**src/rtl/bsmem_pkg.sv**
```systemverilog
// bsmem_pkg: shared types and constants for the scratch-memory arbiter
package bsmem_pkg;
    typedef enum logic {OWN_IF = 1'b0, OWN_D = 1'b1} owner_e;
    typedef enum logic [1:0] {IDLE, PEND, HOLD} arb_state_e;
    localparam int LANES = 4;
endpackage

```
**src/rtl/bsmem_rr_arb.sv**
```systemverilog
// bsmem_rr_arb: two-input round-robin arbiter; bit 0 is fetch, bit 1 is data
module bsmem_rr_arb
    import bsmem_pkg::*;
(
    input  logic       clk_i,
    input  logic       rst_i,
    input  logic [1:0] valid_i,
    input  logic       en_i,
    output logic [1:0] grant_o
);
    owner_e last_q, last_d;
    always_comb begin
        grant_o = (valid_i == 2'b11) ? ((last_q == OWN_D) ? 2'b01 : 2'b10) : valid_i;
        last_d  = (en_i && |grant_o) ? (grant_o[1] ? OWN_D : OWN_IF) : last_q;
    end
    // Starting from "data" lets fetch win the first conflict
    always_ff @(posedge clk_i or posedge rst_i) begin
        if (rst_i) last_q <= OWN_D;
        else       last_q <= last_d;
    end
endmodule

```
**src/rtl/bsmem_arbiter.sv**
```systemverilog
// bsmem_arbiter: shares a 1-cycle-read scratch memory between fetch and data ports,
// realigning read timing and holding one response under consumer backpressure
module bsmem_arbiter
    import bsmem_pkg::*;
#(
    parameter int ADDR_W = 32,
    parameter int DATA_W = 32
) (
    input  logic              clk_i,
    input  logic              rst_i,
    input  logic              if_req_valid_i,
    output logic              if_req_ready_o,
    input  logic [ADDR_W-1:0] if_addr_i,
    output logic              if_resp_valid_o,
    input  logic              if_resp_ready_i,
    output logic [DATA_W-1:0] if_rdata_o,
    input  logic              d_req_valid_i,
    output logic              d_req_ready_o,
    input  logic [ADDR_W-1:0] d_addr_i,
    input  logic              d_we_i,
    input  logic [LANES-1:0]  d_wstrb_i,
    input  logic [DATA_W-1:0] d_wdata_i,
    output logic              d_resp_valid_o,
    input  logic              d_resp_ready_i,
    output logic [DATA_W-1:0] d_rdata_o,
    output logic              mem_enable_o,
    output logic [LANES-1:0]  mem_wstrb_o,
    output logic [ADDR_W-1:0] mem_addr_o,
    output logic [ADDR_W-1:0] mem_addr_prev_o,
    output logic [DATA_W-1:0] mem_wvalue_o,
    input  logic [DATA_W-1:0] mem_rvalue_i
);
    arb_state_e        state_q, state_d;
    owner_e            own_q, own_d;
    logic [DATA_W-1:0] hold_q, hold_d;
    logic [ADDR_W-1:0] addr_prev_q;
    logic [1:0]        gnt;
    logic              resp_v, resp_take, can_issue, rd_gnt;
    logic [DATA_W-1:0] resp_data;

    assign resp_v    = state_q != IDLE;
    assign resp_data = (state_q == HOLD) ? hold_q : mem_rvalue_i;
    assign resp_take = resp_v && ((own_q == OWN_D) ? d_resp_ready_i : if_resp_ready_i);
    // A new grant may only issue if the slot it will need next cycle is free
    assign can_issue = !rst_i && (state_q == IDLE || resp_take);
    assign rd_gnt    = gnt[0] || (gnt[1] && !d_we_i);

    bsmem_rr_arb u_arb (
        .clk_i   (clk_i),
        .rst_i   (rst_i),
        .valid_i ({d_req_valid_i, if_req_valid_i} & {2{can_issue}}),
        .en_i    (can_issue),
        .grant_o (gnt)
    );

    always_ff @(posedge clk_i or posedge rst_i) begin
        if (rst_i) state_q <= IDLE;
        else       state_q <= state_d;
    end

    always_comb begin
        state_d = rd_gnt ? PEND : (state_q == IDLE || resp_take) ? IDLE : HOLD;
        own_d   = rd_gnt ? (gnt[1] ? OWN_D : OWN_IF) : own_q;
        hold_d  = (state_q == PEND) ? mem_rvalue_i : hold_q;
    end

    always_comb begin
        if_req_ready_o  = gnt[0];
        d_req_ready_o   = gnt[1];
        if_resp_valid_o = resp_v && own_q == OWN_IF;
        d_resp_valid_o  = resp_v && own_q == OWN_D;
        if_rdata_o      = if_resp_valid_o ? resp_data : '0;
        d_rdata_o       = d_resp_valid_o ? resp_data : '0;
        mem_addr_o      = gnt[0] ? if_addr_i : gnt[1] ? d_addr_i : addr_prev_q;
        mem_enable_o    = gnt[1] && d_we_i;
        mem_wstrb_o     = mem_enable_o ? d_wstrb_i : '0;
        mem_wvalue_o    = d_wdata_i;
        mem_addr_prev_o = addr_prev_q;
    end

    always_ff @(posedge clk_i or posedge rst_i) begin
        if (rst_i) begin
            own_q       <= OWN_IF;
            hold_q      <= '0;
            addr_prev_q <= '0;
        end else begin
            own_q       <= own_d;
            hold_q      <= hold_d;
            addr_prev_q <= mem_addr_o;
        end
    end
endmodule

```
**config.mk**
```make
export PLATFORM = sky130hd
export DESIGN_NAME = bsmem_arbiter
export DESIGN_NICKNAME = d
export VERILOG_FILES = /design/src/rtl/bsmem_pkg.sv /design/src/rtl/bsmem_rr_arb.sv /design/src/rtl/bsmem_arbiter.sv
export SDC_FILE = /design/constraint.sdc
export NUM_CORES = 1
export LEC_CHECK = 0
export ABC_CLOCK_PERIOD_IN_PS = 3200
export CORE_AREA = 2 2 121 123
export CTS_BUF_LIST = sky130_fd_sc_hd__clkbuf_16
export DETAILED_ROUTE_END_ITERATION = 16
export DIE_AREA = 0 0 123 125
export HOLD_SLACK_MARGIN = 0.12
export PLACE_DENSITY_LB_ADDON = 0.08
export SLEW_MARGIN = 10
export SYNTH_ARGS = -nofsm -noshare
export SYNTH_HDL_FRONTEND = slang
export SYNTH_SLANG_ARGS = --single-unit
```
**constraint.sdc**
```tcl
create_clock -name clk_i -period 3.2 [get_ports clk_i]
set_clock_uncertainty 0.05 [all_clocks]
set_input_delay 0.48 -clock clk_i [delete_from_list [all_inputs] [get_ports clk_i]]
set_output_delay 0.48 -clock clk_i [all_outputs]
set_load 0.05 [all_outputs]
```
Word level (Yosys, flattened, before mapping)
Cells that the tools add are included.

word-level totals
  register bits = 68
  bits in latches = 0
  RAM bits = 0
  bits in read-only memories = 0
  input bits = 139
  output and inout bits = 169
  memories kept = 0

cells by class
  $add $sub $neg = 0
  $mul = 0
  div/mod/pow operators = 0
  magnitude comparators = 0
  eq/ne operators = 3
  shift-type cells = 0
  mux-type cells = 12
  bitwise gates (word level) = 2
  reduce and logical (&&, ||, !) cells = 14

operators with widths
  operator                                                          count
  32-bit 2-to-1 mux                                                 5
  2-bit 2-to-1 mux                                                  4
  1-bit logical AND                                                 7
  2-bit == test (second input constant)                             2
  4-bit 2-to-1 mux                                                  1
  2-bit bitwise AND                                                 1
  2-bit by 1-bit == test with 1-bit output (second input constant)  1
  1-bit zero test                                                   2
  2-bit zero test                                                   1
  1-bit logical OR                                                  2
  1-bit 2-to-1 mux                                                  2
  2-bit nonzero test                                                1
  2-bit OR reduction                                                1
  1-bit NOT                                                         1

Logic depth before layout (Yosys ltp)
  depth in word-level cells = 10
  mapped depth = 5
  gate-level depth less buffers = 3

Modules after synthesis
Synthesis repeated with hierarchy kept, for this count alone.

unflattened totals
  cells, all modules = 379
  area, all modules = 3,942.5 µm²

modules (own cells, without submodules)
  module         times used  cells each  area an instance (µm²)
  bsmem_arbiter  1           372         3,882.5
  bsmem_rr_arb   1           7           60.1

Worst setup path before layout
No wires, ideal clock.

  kind = input -> output
  start point = input rst_i
  end point = output mem_enable_o
  arrival time = 3,458 ps
  setup slack = -788 ps
  stages on the path = 3
  path through = inv_1 o21ai_2 nor3_1

on the way
  longest elaborated chain between the ends = 6

RTL lines
  item                                RTL line             RTL
  start: declaration                  bsmem_arbiter.sv:10  input logic rst_i,
  1-bit zero test (no source line) *  n/a
  1-bit logical AND *                 bsmem_arbiter.sv:45  assign can_issue = !rst_i && (state_q == IDLE || resp_take);
  2-bit bitwise AND *                 bsmem_arbiter.sv:51  .valid_i ({d_req_valid_i, if_req_valid_i} & {2{can_issue}}),
  2-bit == test                       bsmem_rr_arb.sv:13   grant_o = (valid_i == 2'b11) ? ((last_q == OWN_D) ? 2'b01 : 2'b10) : valid_i;
  2-bit 2-to-1 mux *                  bsmem_rr_arb.sv:13
  1-bit logical AND *                 bsmem_arbiter.sv:75  mem_enable_o = gnt[1] && d_we_i;
  end: declaration                    bsmem_arbiter.sv:26  output logic mem_enable_o,

Mark *: on every way between the ends. The rest lies on a longest branch, timed or not.

Worst setup path in the final report
  start point = register state_q[0]
  end point = output d_rdata_o[4]

on the way
  longest elaborated chain between the ends = 3
  elaborated cells on any way between the ends = 5
  those cells by class = eq/ne: 1; mux: 2; reduce/logical: 2

RTL lines
  item                                                    RTL line                                  RTL
  start: declaration                                      bsmem_arbiter.sv:33                       arb_state_e state_q, state_d;
  start signal: assignment                                bsmem_arbiter.sv:58                       else state_q <= state_d;
  2-bit == test or 2-bit nonzero test (tied branches)     bsmem_arbiter.sv:42, bsmem_arbiter.sv:41
  32-bit 2-to-1 mux or 1-bit logical AND (tied branches)  bsmem_arbiter.sv:42, bsmem_arbiter.sv:71
  32-bit 2-to-1 mux *                                     bsmem_arbiter.sv:73                       d_rdata_o = d_resp_valid_o ? resp_data : '0;
  end: declaration                                        bsmem_arbiter.sv:25                       output logic [DATA_W-1:0] d_rdata_o,

Marked as above.

==> reports/qor.yml <==
logic_synthesis:
  yosysTopAreaCell: "dfrtp_1"
  synth_edf_count: 0
  async_flop_share_pct: 100.0
  synth_fp_nets: 501
  synth-seq-cells: 68
  synth_top_area_share_pct: 43.86
  ys_warn_count: 0
  yosysMostFrequentCell: "nor2_1"
  syn_inst: 362
  syn_area_per_cell_sq_um: 10.56
  synthesis.area_sq_um: 3822
  ys_types: 28
  yosys-top-cells-count: "69 x nor2_1, 67 x dfrtp_1, 33 x mux2i_1, 32 x buf_4, 32 x o32ai_1"
  synth_seq_area_share_pct: 44.55
  ys.flop_type: "dfrtp_1"
  yosys-top-cells-area: "dfrtp_1 44%, mux2_2 9.1%, mux2i_1 8.6%"
job:
  drv_cap: 0
place:
  gp_congestion: 0.7978
  io_buffers: 243
  place_hpwl_um: 9787
global_routing:
  grt_usage_pct: 17.52
  grt_overflow: 0
  first_global_vias: 3765
  grtUsageMet2_pct: 28.53
  grt_max_degree: 39
  grt_pass1_wl_um: 20730
  antenna_found_initial: 1
  gr-usage-met3_pct: 7.664
  grt-busiest-layer: "met2"
  use_met1_pct: 20.30
floorplan:
  die-area_sq_um: 15380
  ios: 308
  initial_core_util_pct: 26.91
  die_x_um: 123
  core-area_sq_um: 14200
  placementRows: 44
  die_h_um: 125
critical_path:
  rr_worst_depth: 4
  crit_chain: "or2_2 > nand2_1 > buf_4 > nor2_1 > clkdlybuf4s50_1"
  crit_path_end_kind: "primary output"
  crit_slowest_cell: "clkdlybuf4s50_1"
  path_depth: 5
  worst-endpoint-required_ns: 2.67
  crit_path_start_kind: "flip-flop"
  crit_type: "reg -> out"
  path_buf_inv: 2
  cpLargestDelayFamily: "buffers and inverters"
  cp_max_fo: 33
  cpPeakStageDelay_ns: 0.71
  worstPathArrival_ns: 2.33
routing:
  totalWireLength_um: 13360
  via_count: 3600
  wl_per_cell_um: 17.75
  dr.pass1.iters: 4
  drt_iter0_markers: 154
  drc_errors: 0
  vias_per_cell: 4.781
  postRouteAntennaNets: 0
cells_and_area:
  final_nets: 703
  syn2layout_area_growth_pct: 77.94
  n_antenna_cell: 0
  fillers: 1331
  drive_above_1_share_pct: 18.28
clock_tree:
  cts-resized-gates: 0
  cts_num_sinks: 68
  cts_inserted_buffers: 9
  htree_num_levels: 3
  clk_pin_slew_ns: 0.05
  cts_tree: "yes"
  clk_latency_ns: 0.33
  hold_buffers: 0
  cts_setup_buffers: 0
  cts_buffer_depth: 2
  cts_root_buffer: "clkbuf_16"
power_and_ir_drop:
  powerDensity_nw_per_um2: 867.1
  ir_drop_uv: 448.5
  p_leak_nw: 2.698
timing:
  slew_headroom_pct: 43.70
  maxSlewViolCount: 0
  rsz0062_at_grt: "false"
  hold_slack_ns: 0.4438
  worst_pin_slew_ns: 0.8446
  period_needed_ns: 2.861
  totalNegativeSetupSlack_ns: 0
  finalCritPeriodShare_pct: 89.41
  hold_viol: 0
  clock.fmax_mhz: 349.5
  setup_violations: 0
worst_hold_path:
  worstHoldPathType: "reg -> reg"
  whs_path_depth: 1
outcome:
  status: "completed"
-- layout make-up --
class | instances | area, sq um | share of cell area, %
Sequential cell | 68 | 1703 | 25.04
Multi-Input combinational cell | 225 | 1717 | 25.24
Clock inverter | 7 | 28.78 | 0.4231
Tap cell | 184 | 230.2 | 3.385
Clock buffer | 9 | 225.2 | 3.311
Inverter | 5 | 22.52 | 0.3311
Timing Repair Buffer | 255 | 2875 | 42.27
-- flip-flops by register name, indices dropped and copies added, names as in the netlist --
signal           cells
own_q                1
mem_addr_prev_o     32
u_arb.last_q         1
hold_q              32
state_q              2
-- placed cells by master (no fill, tap or decap), drive strengths merged, types with 8 or more instances in the layout --
master	Yosys	routed
nor2	69	69
a2bb2oi	32	32
mux2i	33	33
clkbuf	16	9
inv	5	8
dfrtp	67	67
buf	48	51
mux2	33	33
clkdlybuf4s50	0	204
o32ai	32	32
-- cells by family after synthesis --
logic type	synth area share, %
simple gates	9.067
compound gates	17.12
buf+inv	10.90
flops	44.55
mux	18.36
-- through the flow --
step / instances / worst slack (ns) / instance area [sq um] / util [%] / power (W)
2_1_floorplan: 362 / 0.03686 / 3826 / - / 0.003691
3_3_place_gp: 737 / 0.3846 / 6548 / 46.10 / 0.005037
3_5_place_dp: 737 / 0.3642 / 6548 / 46.10 / 0.005067
4_1_cts: 753 / 0.2977 / 6802 / 47.89 / 0.005970
5_1_grt: 753 / 0.1951 / 6802 / 47.89 / 0.006171
6_report: 753 / 0.3390 / 6802 / 47.89 / 0.005898
-- worst reg2reg max path, cell delays in order (launching register included) --
cell       delay [ns]
dfrtp_1          0.44
mux2i_1          0.51
a21oi_2          0.10
buf_4            0.27
a2bb2oi_1        0.38
-- power breakdown --
group,switching (W),internal (W),leakage [nW],total (W)
registers,0.000175,0.00119,0.768,0.00137
logic,0.00219,0.00148,1.79,0.00367
clock network,0.000358,0.000507,0.142,0.000865
total,0.00272,0.00318,2.70,0.00590
-- routing by layer --
metal  vias to the layer above  part of all wire, %
met3                        28                   11
li1                       1689                    -
met4                         2                  2.4
met5                         -                0.097
met2                       182                   48
met1                      1699                   39
-- path summary, 6_finish.rpt --
kind                                  endpoint       start  slack [ns]
hold / removal                       hold_q[7]   hold_q[7]        0.44
setup reg to reg           mem_addr_prev_o[22]       own_q        1.30
setup / recovery                  d_rdata_o[4]  state_q[0]        0.34
hold reg to reg                      hold_q[7]   hold_q[7]        0.44
max in group asynchronous  mem_addr_prev_o[13]       rst_i        1.96
min in group asynchronous                own_q       rst_i        0.78
Note: power is estimated with default switching activity, not from simulation.
